$ cat config.mk
export PLATFORM = sky130hd
export DESIGN_NAME = audio_capture_channel
export DESIGN_NICKNAME = d
export VERILOG_FILES = /design/src/rtl/audio_capture_channel.sv
export SDC_FILE = /design/constraint.sdc
export NUM_CORES = 1
export LEC_CHECK = 0
export ABC_CLOCK_PERIOD_IN_PS = 8650
export CORE_UTILIZATION = 51
export CTS_CLUSTER_SIZE = 16
export DETAILED_ROUTE_END_ITERATION = 16
export DONT_BUFFER_PORTS = 1
export PLACE_DENSITY = 0.67
export SKIP_CTS_REPAIR_TIMING = 1
export SLEW_MARGIN = 20
export SYNTH_ARGS = -nofsm -noshare
export SYNTH_HDL_FRONTEND = slang
export SYNTH_SLANG_ARGS = --single-unit
export TNS_END_PERCENT = 1
$ cat constraint.sdc
create_clock -name i_clock -period 8.65 [get_ports i_clock]
set_input_delay 0.4325 -clock i_clock [delete_from_list [all_inputs] [get_ports i_clock]]
set_output_delay 0.4325 -clock i_clock [all_outputs]
set_load 0.02 [all_outputs]
$ cat src/rtl/audio_capture_channel.sv
`default_nettype none
// ============================================================================
// Module   : audio_capture_channel
// Purpose  : Sample-clock driven audio capture with gain, stereo/mono word
//            packing, a small word FIFO and a DMA write-back master.
// Revision : 1.0
// ============================================================================
module audio_capture_channel #(
    parameter int SAMPLE_FIFO_DEPTH = 4
) (
    input  logic        i_clock,
    input  logic        i_reset,
    input  logic        i_dma_setup_request,
    input  logic        i_dma_setup_mono_or_stereo,
    input  logic [31:0] i_dma_setup_address,
    input  logic [23:0] i_dma_setup_count,
    output logic        o_dma_request,
    output logic [31:0] o_dma_address,
    output logic [31:0] o_dma_wdata,
    input  logic        i_dma_ready,
    output logic        o_busy,
    output logic        o_overflow,
    input  logic [3:0]  i_volume,
    input  logic        i_input_sample_clock,
    input  logic [15:0] i_input_sample_left,
    input  logic [15:0] i_input_sample_right
);

    localparam int c_PTR_W = $clog2(SAMPLE_FIFO_DEPTH);

    logic               r_last_sample_clock;
    logic               r_pend_valid;
    logic               r_pend_stereo;
    logic [31:0]        r_pend_addr;
    logic [23:0]        r_pend_count;
    logic               r_stereo;
    logic [23:0]        r_cap_count;
    logic [23:0]        r_word_count;
    logic [31:0]        r_waddr;
    logic               r_stage_valid;
    logic               r_stage_last;
    logic [15:0]        r_stage_left;
    logic [15:0]        r_stage_right;
    logic               r_pack_full;
    logic [15:0]        r_pack;
    logic [31:0]        r_fifo_data [SAMPLE_FIFO_DEPTH];
    logic [31:0]        r_fifo_addr [SAMPLE_FIFO_DEPTH];
    logic [c_PTR_W-1:0] r_wr_ptr;
    logic [c_PTR_W-1:0] r_rd_ptr;
    logic               r_dma_request;
    logic [31:0]        r_dma_address;
    logic [31:0]        r_dma_wdata;
    logic               r_overflow;

    logic               w_apply;
    logic               w_edge;
    logic signed [19:0] w_prod_left;
    logic signed [19:0] w_prod_right;
    logic [24:0]        w_mono_words;
    logic               w_unused_bits;
    logic [c_PTR_W-1:0] w_wr_ptr_inc;
    logic               w_empty;
    logic               w_full;
    logic               w_push_req;
    logic [31:0]        w_push_word;
    logic               w_pack_load;
    logic               w_pack_clear;
    logic               w_push_ok;
    logic               w_drop;
    logic               w_pop;
    logic               w_raise;
    logic [31:0]        w_head_addr;
    logic [31:0]        w_head_data;
    logic [1:0]         w_wc_dec;
    logic [23:0]        w_word_count_next;

    // A pending setup may only take effect while no bus write is outstanding.
    assign w_apply = r_pend_valid & ~r_dma_request;
    assign w_edge  = (i_input_sample_clock != r_last_sample_clock) &
                     (r_cap_count != 24'd0) & ~w_apply;

    assign w_prod_left  = $signed(i_input_sample_left)  * $signed({1'b0, i_volume});
    assign w_prod_right = $signed(i_input_sample_right) * $signed({1'b0, i_volume});
    assign w_mono_words = {1'b0, r_pend_count} + 25'd1;
    assign w_unused_bits = ^{w_prod_left[3:0], w_prod_right[3:0], w_mono_words[0]};

    assign w_wr_ptr_inc = r_wr_ptr + c_PTR_W'(1);
    assign w_empty      = (r_wr_ptr == r_rd_ptr);
    assign w_full       = (w_wr_ptr_inc == r_rd_ptr);

    always_comb begin
        w_push_req   = 1'b0;
        w_push_word  = 32'd0;
        w_pack_load  = 1'b0;
        w_pack_clear = 1'b0;
        if (r_stage_valid) begin
            if (r_stereo) begin
                w_push_req  = 1'b1;
                w_push_word = {r_stage_left, r_stage_right};
            end else if (r_pack_full) begin
                w_push_req   = 1'b1;
                w_push_word  = {r_stage_left, r_pack};
                w_pack_clear = 1'b1;
            end else if (r_stage_last) begin
                w_push_req  = 1'b1;
                w_push_word = {16'h0000, r_stage_left};
            end else begin
                w_pack_load = 1'b1;
            end
        end
    end

    assign w_push_ok = w_push_req & ~w_full;
    assign w_drop    = w_push_req & w_full;
    assign w_pop     = r_dma_request & i_dma_ready;

    // Each entry carries its own address so drops leave gaps without shifting
    // words that are already buffered. An empty FIFO forwards the word being pushed.
    assign w_head_addr = w_empty ? r_waddr     : r_fifo_addr[r_rd_ptr];
    assign w_head_data = w_empty ? w_push_word : r_fifo_data[r_rd_ptr];
    assign w_raise     = ~r_dma_request & ~w_apply & (r_word_count != 24'd0) &
                         (~w_empty | w_push_ok);

    assign w_wc_dec          = {1'b0, w_pop} + {1'b0, w_drop};
    assign w_word_count_next = (r_word_count > {22'd0, w_wc_dec}) ?
                               (r_word_count - {22'd0, w_wc_dec}) : 24'd0;

    always_ff @(posedge i_clock) begin
        if (i_reset) begin
            r_last_sample_clock <= 1'b0;
            r_pend_valid        <= 1'b0;
            r_pend_stereo       <= 1'b0;
            r_pend_addr         <= 32'd0;
            r_pend_count        <= 24'd0;
            r_stereo            <= 1'b0;
            r_cap_count         <= 24'd0;
            r_word_count        <= 24'd0;
            r_waddr             <= 32'd0;
            r_stage_valid       <= 1'b0;
            r_stage_last        <= 1'b0;
            r_stage_left        <= 16'd0;
            r_stage_right       <= 16'd0;
            r_pack_full         <= 1'b0;
            r_pack              <= 16'd0;
            r_wr_ptr            <= '0;
            r_rd_ptr            <= '0;
            r_dma_request       <= 1'b0;
            r_dma_address       <= 32'd0;
            r_dma_wdata         <= 32'd0;
            r_overflow          <= 1'b0;
        end else begin
            r_last_sample_clock <= i_input_sample_clock;

            if (i_dma_setup_request) begin
                r_pend_valid  <= 1'b1;
                r_pend_stereo <= i_dma_setup_mono_or_stereo;
                r_pend_addr   <= i_dma_setup_address;
                r_pend_count  <= i_dma_setup_count;
            end else if (w_apply) begin
                r_pend_valid <= 1'b0;
            end

            if (w_apply) begin
                r_stereo      <= r_pend_stereo;
                r_waddr       <= r_pend_addr;
                r_cap_count   <= r_pend_count;
                r_word_count  <= r_pend_stereo ? r_pend_count : w_mono_words[24:1];
                r_wr_ptr      <= '0;
                r_rd_ptr      <= '0;
                r_stage_valid <= 1'b0;
                r_pack_full   <= 1'b0;
                r_overflow    <= 1'b0;
            end else begin
                r_stage_valid <= w_edge;
                if (w_edge) begin
                    r_stage_left  <= w_prod_left[19:4];
                    r_stage_right <= w_prod_right[19:4];
                    r_stage_last  <= (r_cap_count == 24'd1);
                    r_cap_count   <= r_cap_count - 24'd1;
                end

                if (w_pack_load) begin
                    r_pack      <= r_stage_left;
                    r_pack_full <= 1'b1;
                end else if (w_pack_clear) begin
                    r_pack_full <= 1'b0;
                end

                if (w_push_ok) begin
                    r_fifo_data[r_wr_ptr] <= w_push_word;
                    r_fifo_addr[r_wr_ptr] <= r_waddr;
                    r_wr_ptr              <= w_wr_ptr_inc;
                end
                if (w_push_req) begin
                    r_waddr <= r_waddr + 32'd4;
                end
                if (w_drop) begin
                    r_overflow <= 1'b1;
                end
                if (w_pop) begin
                    r_rd_ptr <= r_rd_ptr + c_PTR_W'(1);
                end
                r_word_count <= w_word_count_next;

                if (w_pop) begin
                    r_dma_request <= 1'b0;
                end else if (w_raise) begin
                    r_dma_request <= 1'b1;
                    r_dma_address <= w_head_addr;
                    r_dma_wdata   <= w_head_data;
                end
            end
        end
    end

    assign o_dma_request = r_dma_request;
    assign o_dma_address = r_dma_address;
    assign o_dma_wdata   = r_dma_wdata;
    assign o_overflow    = r_overflow;
    // A pending zero-count setup leaves the channel idle, so it does not count as busy.
    assign o_busy = (r_cap_count != 24'd0) | (r_word_count != 24'd0) | r_dma_request |
                    (r_pend_valid & (r_pend_count != 24'd0));

endmodule
`default_nettype wire

# --- Yosys cells after proc, flatten, opt, wreduce, memory -nomap -nowiden ---
# Memories as Yosys holds them, arrays and structs flattened. A register that Yosys moved wholly into a read port is not among the register bits.
# Cells that the tools add are included.
# W data, S select, Z words.
word_totals:
  register_bits: 197
  ram_bits: 256
  in_bits: 98
  output_inout_bits: 67
  wordCells: 99
  memories: 2
op_classes:
  n_addsub: 7
  multipliers: 2
  n_lt_le_gt_ge: 1
  eq_ne: 4
  mux: 32
  bitwise: 19
  reduce_logical: 13
mem_list:
  columns: ["name", "depth", "width", "read_ports", "rd_ports_with_merged_regs", "write_ports", "line", "text"]
  rows:
  - ["r_fifo_addr", 4, 32, 1, 1, 1, "47", "logic [31:0] r_fifo_addr [SAMPLE_FIFO_DEPTH];"]
  - ["r_fifo_data", 4, 32, 1, 1, 1, "46", "logic [31:0] r_fifo_data [SAMPLE_FIFO_DEPTH];"]
op_table:
  columns: ["operator", "n"]
  rows:
  - ["$mux W32", 5]
  - ["$mux W24", 5]
  - ["$reduce_bool A24 Y1", 3]
  - ["$mul A16 B5 Y20", 2]
  - ["$add A32 B3 Y32 const B", 1]
  - ["$add A24 B1 Y25 const B", 1]
  - ["$eq A24 B1 Y1 const B", 1]
  - ["$gt A24 B2 Y1", 1]
  - ["$sub A24 B1 Y24 const B", 1]
  - ["$sub A24 B2 Y24", 1]
  - ["$mux W1", 21]
  - ["$mux W16", 1]
  - ["$and A1 B1 Y1", 10]
  - ["$reduce_bool A2 Y1", 5]
  - ["$reduce_and A2 Y1", 3]
  - ["$not A1 Y1", 5]
  - ["$add A2 B1 Y2 const B", 2]
  - ["$eq A2 B2 Y1", 2]
  - ["$or A1 B1 Y1", 4]
  - ["$reduce_and A3 Y1", 1]
  - ["$add A1 B1 Y2", 1]
  - ["$reduce_or A2 Y1", 1]
  - ["$ne A1 B1 Y1", 1]

# --- Longest topological paths before layout ---
# Gate-level depths: netlist of run 1.
depth:
  depth_word: 9
  depth_mapped: 15

# --- Worst setup path before layout of run 1 ---
# No wires, ideal clock.
synth_timing:
  path_type: "input port to flip-flop"
  start: "input port i_volume[3]"
  end: "register r_stage_left[10]"
  setup_ns: 0.117
  arrival_time_ns: 3.897
  t_required_ns: 8.533
  slack_ns: 4.636
  stages: 15
  cell_sequence: "clkbuf_1 > and2_1 > ha_1 > inv_1 > fa_1 > fa_1 > inv_1 > ha_1 > a21oi_1 > nor2b_1 > o21a_1 > o21ai_1 > a2111oi_0 > or4_1 > a32o_1"
synth_between:
  elab_chain_len: 1
synth_rtl:
  columns: ["item", "line", "text"]
  rows:
  - ["start, declared", "23", "input logic [3:0] i_volume,"]
  - ["$mul A16 B5 Y20", "82", "assign w_prod_left = $signed(i_input_sample_left) * $signed({1'b0, i_volume});"]
  - ["end signal, assigned", "176", "r_stage_left <= w_prod_left[19:4];"]
  - ["end, declared", "42", "logic [15:0] r_stage_left;"]
# Every way passes these cells.
# A chain may end at the register's enable or synchronous reset.

# --- Worst setup path after layout of run 1 ---
layout_timing:
  start: "register r_stage_last"
  end: "register r_word_count[20]"
layout_between:
  elab_chain_len: 9
  elab_cells_between_ends: 10
  cone_classes: "2 x add/sub; 1 x order compare; 6 x mux; 1 x bitwise"
layout_rtl:
  columns: ["item", "line", "text"]
  rows:
  - ["start, declared", "41", "logic r_stage_last;"]
  - ["start signal, assigned", "178", "r_stage_last <= (r_cap_count == 24'd1);"]
  - ["$mux W1 *", "104", "end else if (r_stage_last) begin"]
  - ["$mux W1 *", "100", "end else if (r_pack_full) begin"]
  - ["$mux W1 *", "97", "if (r_stereo) begin"]
  - ["$mux W1 *", "96", "if (r_stage_valid) begin"]
  - ["$and A1 B1 Y1 *", "114", "assign w_drop = w_push_req & w_full;"]
  - ["net w_drop", "69", "logic w_drop;"]
  - ["$add A1 B1 Y2 *", "124", "assign w_wc_dec = {1'b0, w_pop} + {1'b0, w_drop};"]
  - ["$sub A24 B2 Y24 or $gt A24 B2 Y1 (tied branches)", "126, 125", null]
  - ["$mux W24 *", "125", "assign w_word_count_next = (r_word_count > {22'd0, w_wc_dec}) ?"]
  - ["$mux W24 *", "163", "if (w_apply) begin"]
  - ["end signal, assigned", "167", "r_word_count <= r_pend_stereo ? r_pend_count : w_mono_words[24:1];"]
  - ["end signal, assigned", "203", "r_word_count <= w_word_count_next;"]
  - ["end, declared", "38", "logic [23:0] r_word_count;"]
# Mark *: on every way through the listed nets, which the timed path passes. The rest lies on a longest branch.

==> impl_metrics.py, run 1 <==
metrics = {
    "critical_path": {
        "cp.arrival_ns": 4.27,
        "r2r_start": "r_stage_last",
        "crit_required_ns": 9.12,
        "cp_max_fo": 21,
        "rrSetupSlack_ns": 4.85,
        "r2r-end": "r_word_count[20]",
        "start_kind": "register",
        "rr_worst_depth": 12,
        "critPathCaptureType": "register",
        "path_class": "register to register",
    },
    "global_routing": {
        "grt-ovfl-total": 0,
        "grt_pass1_vias": 16975,
        "antenna_found_initial": 1,
        "grt_max_degree": 216,
        "grt_pass1_wl_mm": 91.9,
        "grt_usage_pct": 21.7,
    },
    "floorplan": {
        "ios": 165,
        "die_y_um": 230,
        "die_w_um": 230,
        "die_area_um2": 52800,
        "placementRows": 83,
        "initial_utilization_pct": 51.6,
        "core_area_um2": 51300,
    },
    "yosys": {
        "yosys_most_used_dff": "dfxtp_1",
        "yosys_warnings": 0,
        "syn_area_per_cell_um2": 11.1,
        "synth_enable_flop_cells": 256,
        "ys_ff_latch": 517,
        "synth-seq-area-share_pct": 48.8,
        "synth_cell_type_count": 69,
        "synth_nets": 2619,
        "async_flop_share_pct": 0,
        "netlist_area_um2": 26500,
        "synth_cells": 2376,
    },
    "routing": {
        "vias_per_cell": 5.68,
        "wl_mm": 59.4,
        "drt.antenna.violating_nets": 0,
        "drt-initial-drc-count": 1207,
        "firstDrtPassIters": 5,
        "via_count": 17550,
        "routedWlPerCell_um": 19.2,
        "drc": 0,
    },
    "pwr": {
        "pwr_density_cell_nw_per_um2": 202,
        "vdd_drop_max_v": 0.000148,
        "p_total_mw": 5.91,
        "p_leak_nw": 11.2,
    },
    "timing": {
        "fin_crit_ns": 3.80,
        "setup_tns_ns": 0,
        "finalSetupViolCount": 0,
        "hold_viol": 8,
        "whs_ns": -0.0171,
        "worst_pin_slew_ns": 1.01,
        "drv_slew": 0,
        "rsz0062_at_grt": "false",
        "post-route-period-util_pct": 43.9,
        "relSlewSlack_pct": 32.4,
        "fin_skew_ns": 0.0376,
        "fmax_mhz": 263,
    },
    "placement": {
        "finalWeightedCongestion": 0.854,
        "post_dp_cell_area_um2": 26900,
        "portBuffers": 0,
        "hpwl_mm": 38.3,
    },
    "run": {
        "maxCapViolCount": 0,
    },
    "clocking": {
        "cts_buffers": 54,
        "cts_root_buf": "clkbuf_16",
        "worst_skew_pair.late_latency_ns": 0.62,
        "path_clk_slew_ns": 0.06,
        "cts_tree": "yes",
        "clockBufferDepth": 3,
        "cts.sinks": 517,
        "htreeDepth": 2,
    },
    "min_path": {
        "hold_path_depth": 2,
        "worstHoldStart": "i_dma_setup_request",
        "holdPathEnd": "r_pend_addr[9]",
        "hold_class": "input pin to register",
    },
    "outcome": {
        "status": "finished with violations",
        "violations": "hold timing",
    },
    "cells_and_area": {
        "nNetsFinal": 2608,
        "finish.utilization_pct": 57.0,
        "n_antenna_cell": 0,
        "drive_above_1_share_pct": 10.9,
        "area_growth_pct": 10.5,
        "final_area_um2": 29200,
    },
}
synthesized netlist by cell type (8+ instances only):
cell type | count | area share (%)
nor2_1 | 268 | 3.8
dfxtp_1 | 261 | 20
edfxtp_1 | 256 | 29
nand2_1 | 170 | 2.4
inv_1 | 142 | 2.0
mux2i_1 | 142 | 5.4
and2_1 | 137 | 3.2
a21oi_1 | 104 | 2.0
clkbuf_1 | 92 | 1.3
ha_1 | 82 | 3.9
o21ai_0 | 76 | 1.4
mux4_2 | 64 | 5.4
fa_1 | 63 | 4.8
a211oi_2 | 60 | 2.8
xor2_1 | 57 | 1.9
xnor2_1 | 45 | 1.5
nand3_1 | 39 | 0.74
a211oi_1 | 30 | 0.85
buf_2 | 26 | 0.49
nor3_1 | 25 | 0.47
a21o_1 | 16 | 0.45
and3_1 | 16 | 0.38
or3_1 | 16 | 0.38
nand4_1 | 14 | 0.33
o22ai_1 | 14 | 0.33
nor4_1 | 12 | 0.28
a31oi_1 | 11 | 0.26
nand3b_1 | 10 | 0.28
buf_6 | 9 | 0.38
nor2b_1 | 9 | 0.21
and4_1 | 8 | 0.26
o211ai_1 | 8 | 0.23
o31ai_1 | 8 | 0.23
placed cells by master (no fill, tap or decap), drive strengths merged, types with 11 or more instances in the layout:
cell / netlist / final
mux2i: 142 / 142
ha: 82 / 82
a31oi: 11 / 11
edfxtp: 256 / 256
a211oi: 90 / 90
xor2: 57 / 57
nor2: 269 / 269
a21oi: 104 / 104
nand3: 40 / 40
clkbuf: 92 / 78
clkinv: 0 / 17
and3: 16 / 16
fa: 63 / 63
inv: 142 / 145
dlygate4sd3: 0 / 45
and2: 137 / 137
buf: 42 / 22
xnor2: 45 / 45
nor3: 27 / 27
nand2: 171 / 171
dfxtp: 261 / 261
mux4: 64 / 64
or3: 16 / 16
a21o: 16 / 16
o21ai: 79 / 79
o22ai: 14 / 14
nand4: 14 / 14
nor4: 17 / 17
metrics by stage:
stage	setup WS, ns	cells	hold WS, ns
CTS	4.73	3043	-0.0784
detailed placement	4.44	2941	0.449
finish	4.85	3091	-0.0171
floorplan	4.64	2376	0.424
global placement	4.60	2941	0.447
global route	4.49	3091	-0.0340
flip-flops by register name, summed over array words and instances, names as in the netlist, 2 cells and up:
register,flops
r_cap_count,24
r_stage_right,16
r_pend_count,24
r_word_count,24
r_pend_addr,32
r_pack,16
r_fifo_data,128
o_dma_address,32
r_stage_left,16
r_wr_ptr,2
o_dma_wdata,32
r_rd_ptr,2
r_waddr,32
r_fifo_addr,128
kinds of logic after synthesis:
kind of cell,after synthesis,share of synthesized area (%)
AND/OR/NAND/NOR,758,14.0
flip-flops,517,48.8
AO/OA/AOI/OAI,372,10.0
buffers and inverters,276,4.31
multiplexers,206,10.8
adder cells (fa/ha/maj),145,8.65
XOR/XNOR,102,3.38
where the power goes:
group / switching, mW / internal, mW / total [mW]
Combinational: 0.467 / 0.348 / 0.814
Sequential: 0.120 / 2.65 / 2.77
Clock: 0.968 / 1.36 / 2.33
worst max-delay path, cell delays in order (launching register included):
cell	delay (ns)
dfxtp_1	0.58
o31ai_1	0.81
nor3_1	0.21
ha_1	0.35
ha_1	0.17
inv_1	0.05
fa_1	0.46
nor2_1	0.22
nand2_1	0.15
nor2_1	0.30
nand2_1	0.11
xor2_1	0.17
o22ai_1	0.10
metal layers:
metal	vias to the layer above	wire [um]	track usage, %
met5	-	0	0
met4	0	1240	6.25
met3	78	3520	3.56
met2	402	27400	34.5
met1	8665	27300	30.7
li1	8405	-	-
how the worst max path moves through the flow:
stage / from / endpoint
detailed placement: i_input_sample_left[3] / r_stage_left[10]
finish: r_stage_last / r_word_count[20]
global route: r_stage_last / r_word_count[18]
CTS: r_stage_last / r_word_count[18]
global placement: i_input_sample_left[2] / r_stage_left[10]
floorplan: i_volume[3] / r_stage_left[10]
layout make-up:
class	count	area, um^2
well taps	680	851
clock buffers	78	1570
inverters	142	533
fillers	4291	22100
clock inverters	24	244
multi-input cells	1583	12400
repair buffers	67	668
flip-flops and latches	517	12900
No activity file was read; power rests on OpenSTA's default activity.
==> run 2, diff against run 1 <==
--- a/config.mk
+++ b/config.mk
@@ -5,12 +5,13 @@
 export SDC_FILE = /design/constraint.sdc
 export NUM_CORES = 1
 export LEC_CHECK = 0
-export ABC_CLOCK_PERIOD_IN_PS = 8650
+export ABC_AREA = 1
+export ABC_CLOCK_PERIOD_IN_PS = 3400
 export CORE_UTILIZATION = 51
 export CTS_CLUSTER_SIZE = 16
 export DETAILED_ROUTE_END_ITERATION = 16
 export DONT_BUFFER_PORTS = 1
-export PLACE_DENSITY = 0.67
+export PLACE_DENSITY = 0.7
 export SKIP_CTS_REPAIR_TIMING = 1
 export SLEW_MARGIN = 20
 export SYNTH_ARGS = -nofsm -noshare
==> constraint.sdc (replaced) <==
create_clock -name i_clock -period 3.4 [get_ports i_clock]
set_input_delay 0.17 -clock i_clock [delete_from_list [all_inputs] [get_ports i_clock]]
set_output_delay 0.17 -clock i_clock [all_outputs]
set_load 0.02 [all_outputs]
==> impl_metrics.py, run 2 <==
metrics = {
    "yosys": {
        "syn_area_per_cell_um2": 8.11,
        "yosys_warnings": 0,
        "synth-seq-area-share_pct": 46.5,
        "synth_cells": 3426,
        "ys_ff_latch": 517,
        "synth_enable_flop_cells": 256,
        "netlist_area_um2": 27800,
        "ys_top_cells_by_count": "nand2_1 (871), inv_1 (422), a21oi_1 (358), nor2_1 (267), dfxtp_1 (261)",
        "yosys.cell_count.top_type": "nand2_1",
        "synth_cell_type_count": 53,
        "synth.largest_area_cell": "edfxtp_1",
        "synth_top_area_share_pct": 27.7,
        "synth_area_leaders": "edfxtp_1 (28%), dfxtp_1 (19%), nand2_1 (12%), a21oi_1 (6.4%), inv_1 (5.7%)",
        "async_flop_share_pct": 0,
        "yosys_most_used_dff": "dfxtp_1",
        "synth_nets": 3669,
    },
    "timing": {
        "hold_viol": 0,
        "drv_slew": 0,
        "worst_pin_slew_ns": 0.965,
        "relSlewSlack_pct": 35.6,
        "finalSetupViolCount": 0,
        "whs_ns": 0.0378,
        "setup_slack_ns": 0.0708,
        "post-route-period-util_pct": 97.9,
        "fin_skew_ns": 0.0330,
        "fin_crit_ns": 3.33,
        "fmax_mhz": 300,
    },
    "routing": {
        "drc": 0,
        "drt.antenna.violating_nets": 0,
        "routedWlPerCell_um": 17.1,
        "drt-initial-drc-count": 2208,
        "via_count": 23073,
        "wl_mm": 72.1,
        "vias_per_cell": 5.46,
        "firstDrtPassIters": 7,
    },
    "pwr": {
        "pwr-share-comb_pct": 28.3,
        "seqPwrFrac_pct": 40.7,
        "pwr_density_cell_nw_per_um2": 614,
        "p_leak_nw": 13.3,
        "intPower_mw": 12.7,
        "pwr-share-clk_pct": 31.0,
        "p_sw_mw": 6.66,
        "switching_share_pct": 34.4,
        "vdd_drop_max_v": 0.000382,
    },
    "critical_path": {
        "cp.arrival_ns": 3.88,
        "path_class": "register to register",
        "path_cells": "buf_4 > nor2_4 > buf_4 > nor2_2 > clkinv_1 > o22ai_1 > a21oi_1 > nor2_1 > dlygate4sd3_1",
        "start_kind": "register",
        "critPathCaptureType": "register",
        "crit_required_ns": 3.95,
        "cp_max_fo": 41,
        "crit_path_frequent_cell": "buf_4",
        "critPathSlowestCell": "nor2_2",
        "max_stage_delay_ns": 0.77,
    },
    "global_routing": {
        "antenna_found_initial": 0,
        "grt_pass1_wl_mm": 112,
        "grt-ovfl-total": 0,
        "grt_usage_pct": 25.0,
        "grt_max_degree": 142,
        "grt_pass1_vias": 20991,
    },
    "clocking": {
        "cts_root_buf": "clkbuf_16",
        "cts.sinks": 517,
        "htreeDepth": 2,
        "clockBufferDepth": 3,
        "cts_tree": "yes",
        "worst_skew_pair.late_latency_ns": 0.61,
        "cts_buffers": 52,
        "path_clk_slew_ns": 0.06,
    },
    "cells_and_area": {
        "top_regs": "r_fifo_addr: 128 flops, r_fifo_data: 128 flops",
        "mostFrequentLayoutCell": "nand2_1",
        "area_growth_pct": 13.3,
        "nNetsFinal": 3732,
        "drive_above_1_share_pct": 5.38,
        "n_antenna_cell": 0,
        "final_cell_mix": "nand2_1 (870), inv_1 (418), a21oi_1 (358)",
    },
    "placement": {
        "place_ws_ns": 0.0621,
        "hpwl_mm": 46.0,
        "finalWeightedCongestion": 0.929,
        "portBuffers": 0,
    },
    "floorplan": {
        "placementRows": 85,
        "core_area_um2": 53800,
        "ios": 165,
        "initial_utilization_pct": 51.6,
        "die_y_um": 235,
        "die_w_um": 235,
        "die_area_um2": 55400,
    },
    "outcome": {
        "status": "complete, no violations",
    },
    "run": {
        "maxCapViolCount": 0,
    },
    "min_path": {
        "hold_class": "input pin to register",
    },
}
[run 2: cell count changes after synthesis, sizes merged, moves of 89 or more]
cell / change
a211oi: -89
a21oi: +261
and2: -137
inv: +287
mux2i: -142
nand2: +702
o21ai: +138
[run 2: kinds of logic (layout without fill, tap and decap cells)]
| family | Yosys count | in the layout | synth area share (%) |
|---|---|---|---|
| xor gates and xnor gates | 70 | 70 | 2.21 |
| and+or+nand+nor | 1376 | 1376 | 20.0 |
| adders and majority gates | 145 | 145 | 8.23 |
| AOI/OAI and AO/OA | 721 | 721 | 14.5 |
| DFF | 517 | 517 | 46.5 |
| buffers and inverters | 597 | 703 | 8.56 |
[run 2: final timing paths]
path / startpoint / endpoint / slack (ns) / depth (start not counted)
setup reg to reg: o_dma_request / r_waddr[28] / 0.07 / 9
setup / recovery: o_dma_request / r_waddr[28] / 0.07 / 9
hold / removal: i_input_sample_clock / r_stage_valid / 0.04 / 3
hold reg to reg: r_pend_addr[28] / r_pend_addr[28] / 0.47 / 2
[run 2: worst max-delay path, delay by kind of cell, from the launching register on]
kind | cells | cell delay, ns
flops | 1 | 0.35
simple gates | 3 | 0.94
buf+inv | 4 | 1.66
compound gates | 2 | 0.30
[run 2: per-layer routing]
metal | part of all wire (%) | vias to the layer above | GRT usage (%)
met5 | 0 | - | 0
met4 | 2.7 | 0 | 7.11
met3 | 6.7 | 130 | 3.76
met2 | 46 | 809 | 39.9
met1 | 45 | 10749 | 35.4
li1 | - | 11385 | -
[run 2: stage by stage]
step / TNS [ns] / std cells / cell area [um^2] / power, mW / utilization [%]
after floorplan: -10.98 / 3426 / 27800 / 11.8 / -
after global placement: 0 / 3997 / 28300 / 13.0 / 52.7
after detailed placement: 0 / 3997 / 28300 / 13.1 / 52.7
after CTS: 0 / 4094 / 30100 / 19.0 / 56.0
after global routing: -0.0787 / 4228 / 31500 / 20.5 / 58.5
final: 0 / 4228 / 31500 / 19.3 / 58.5
[run 2: cell type report]
| class | count | area [um^2] |
|---|---|---|
| fill | 4752 | 22300 |
| sequential | 517 | 12900 |
| tap | 696 | 871 |
| clock buffer | 65 | 1380 |
| timing repair buffer | 174 | 1730 |
| multi-input combinational | 2312 | 12600 |
| clock inverter | 32 | 392 |
| inverter | 432 | 1630 |
[run 2: power by group through the flow]
stage | Sequential (mW) | Combinational [mW] | Clock, mW
2_1_floorplan | 7.83 | 4.01 | 0
3_3_place_gp | 7.97 | 5.04 | 0
3_5_place_dp | 7.98 | 5.08 | 0
4_1_cts | 7.85 | 5.11 | 6.08
5_1_grt | 7.95 | 6.22 | 6.33
6_report | 7.88 | 5.48 | 5.99
==> run 3, diff against run 2 <==
==> constraint.sdc (replaced) <==
create_clock -name i_clock -period 3.4 [get_ports i_clock]
set_input_delay 0.51 -clock i_clock [delete_from_list [all_inputs] [get_ports i_clock]]
set_output_delay 0.51 -clock i_clock [all_outputs]
set_load 0.02 [all_outputs]
==> impl_metrics.py, run 3 (synthesized netlist as in run 2, its figures left out) <==
metrics = {
    "cells_and_area": {
        "top_regs": "r_fifo_addr: 128 flops, r_fifo_data: 128 flops",
        "n_fill_cell": 4856,
        "area_growth_pct": 9.78,
        "final_cell_mix": "nand2_1 (870), inv_1 (418), a21oi_1 (354)",
        "final_cells": 4145,
        "multi_input_area_um2": 12600,
        "mostFrequentLayoutCell": "nand2_1",
        "final-seq-area_um2": 12900,
        "finish.utilization_pct": 56.7,
        "drive_above_1_share_pct": 6.90,
        "n_antenna_cell": 0,
        "nNetsFinal": 3649,
        "final_area_um2": 30500,
    },
    "placement": {
        "dp_cells": 4044,
        "post_dp_cell_area_um2": 28800,
        "finalWeightedCongestion": 0.914,
        "portBuffers": 0,
        "hpwl_mm": 47.0,
    },
    "outcome": {
        "status": "complete, no violations",
    },
    "pwr": {
        "intPower_mw": 12.2,
        "p_leak_nw": 12.8,
        "pwr_density_cell_nw_per_um2": 619,
        "vdd_drop_max_v": 0.000385,
        "switching_share_pct": 35.3,
        "pwr-share-comb_pct": 29.0,
        "seqPwrFrac_pct": 41.7,
        "pwr-share-clk_pct": 29.3,
        "p_sw_mw": 6.67,
    },
    "global_routing": {
        "grt_util_met1_pct": 34.2,
        "grt_max_degree": 142,
        "grt_usage_pct": 24.8,
        "grt-ovfl-total": 0,
        "grt_pass1_wl_mm": 112,
        "grt_util_met3_pct": 3.99,
        "met2_usage_pct": 40.2,
        "grt_pass1_vias": 20855,
        "top_usage_layer": "met2",
        "antenna_found_initial": 0,
    },
    "routing": {
        "vias_per_cell": 5.43,
        "drc": 0,
        "routedWlPerCell_um": 16.9,
        "wl_mm": 69.9,
        "via_count": 22491,
        "drt-initial-drc-count": 2134,
        "drt.antenna.violating_nets": 0,
        "firstDrtPassIters": 6,
    },
    "run": {
        "maxCapViolCount": 0,
    },
    "timing": {
        "fin_skew_ns": 0.0278,
        "drv_slew": 0,
        "relSlewSlack_pct": 35.0,
        "post-route-period-util_pct": 95.4,
        "hold_viol": 0,
        "fin_crit_ns": 3.24,
        "rsz0062_at_grt": "true",
        "finalSetupViolCount": 0,
        "whs_ns": 0.0177,
        "worst_pin_slew_ns": 0.975,
        "setup_tns_ns": 0,
        "fmax_mhz": 308,
    },
    "critical_path": {
        "crit_required_ns": 2.89,
        "start_kind": "register",
        "path_class": "register to output port",
        "cp_max_fo": 5,
        "cp.arrival_ns": 2.73,
        "critPathCaptureType": "output port",
    },
    "clocking": {
        "worst_skew_pair.late_latency_ns": 0.63,
        "htreeDepth": 2,
        "cts_buffers": 52,
        "clockBufferDepth": 3,
        "cts.sinks": 517,
        "path_clk_slew_ns": 0.06,
        "cts_root_buf": "clkbuf_16",
        "cts_tree": "yes",
    },
    "floorplan": {
        "die_y_um": 235,
        "placementRows": 85,
        "core_area_um2": 53800,
        "initial_utilization_pct": 51.6,
        "die_w_um": 235,
        "ios": 165,
        "die_area_um2": 55400,
    },
    "min_path": {
        "hold_class": "input pin to register",
    },
}
[run 3: layout make-up]
class,instances,area share (%)
sequential,517,42.3
multi-input combinational,2312,41.3
inverter,432,5.33
clock buffer,73,4.81
tap,696,2.85
timing repair buffer,91,2.79
clock inverter,24,0.570
[run 3: path summary, 6_finish.rpt]
kind | start | to | slack, ns | depth (start not counted)
worst max-delay path | r_cap_count[0] | o_busy | 0.16 | 9
worst max register to register | r_wr_ptr[0] | r_word_count[22] | 0.25 | 19
worst min-delay path | i_dma_setup_address[31] | r_pend_addr[31] | 0.02 | 2
worst min register to register | r_pend_addr[27] | r_pend_addr[27] | 0.47 | 2
[run 3: critical path, cell delays in order, from the launching register on]
cell,delay (ns)
dfxtp_1,0.32
inv_1,0.15
ha_1,0.23
nand2_1,0.11
nor2_2,0.16
inv_1,0.07
nor2_1,0.19
nand3b_1,0.22
nor3b_4,0.29
nand4_1,0.36
[run 3: through the flow]
step / setup slack (ns) / power, mW
after global placement: -0.0523 / 13.3
after CTS: -0.157 / 18.9
after global routing: -0.0841 / 20.0
final: 0.157 / 18.9
after floorplan: -0.0429 / 11.8
after detailed placement: -0.0383 / 13.3
[run 3: metal layers]
| metal | vias to the layer above | share of wire [%] |
|---|---|---|
| met5 | - | 0 |
| met2 | 697 | 46 |
| met4 | 0 | 2.7 |
| met3 | 108 | 6.3 |
| met1 | 10471 | 45 |
| li1 | 11215 | - |
[run 3: power by group through the flow]
stage,clock [mW],sequential (mW),combinational [mW]
CTS,5.63,7.86,5.36
finish,5.53,7.88,5.47
floorplan,0,7.83,4.02
global placement,0,7.98,5.28
global route,5.88,7.95,6.17
detailed placement,0,7.99,5.33
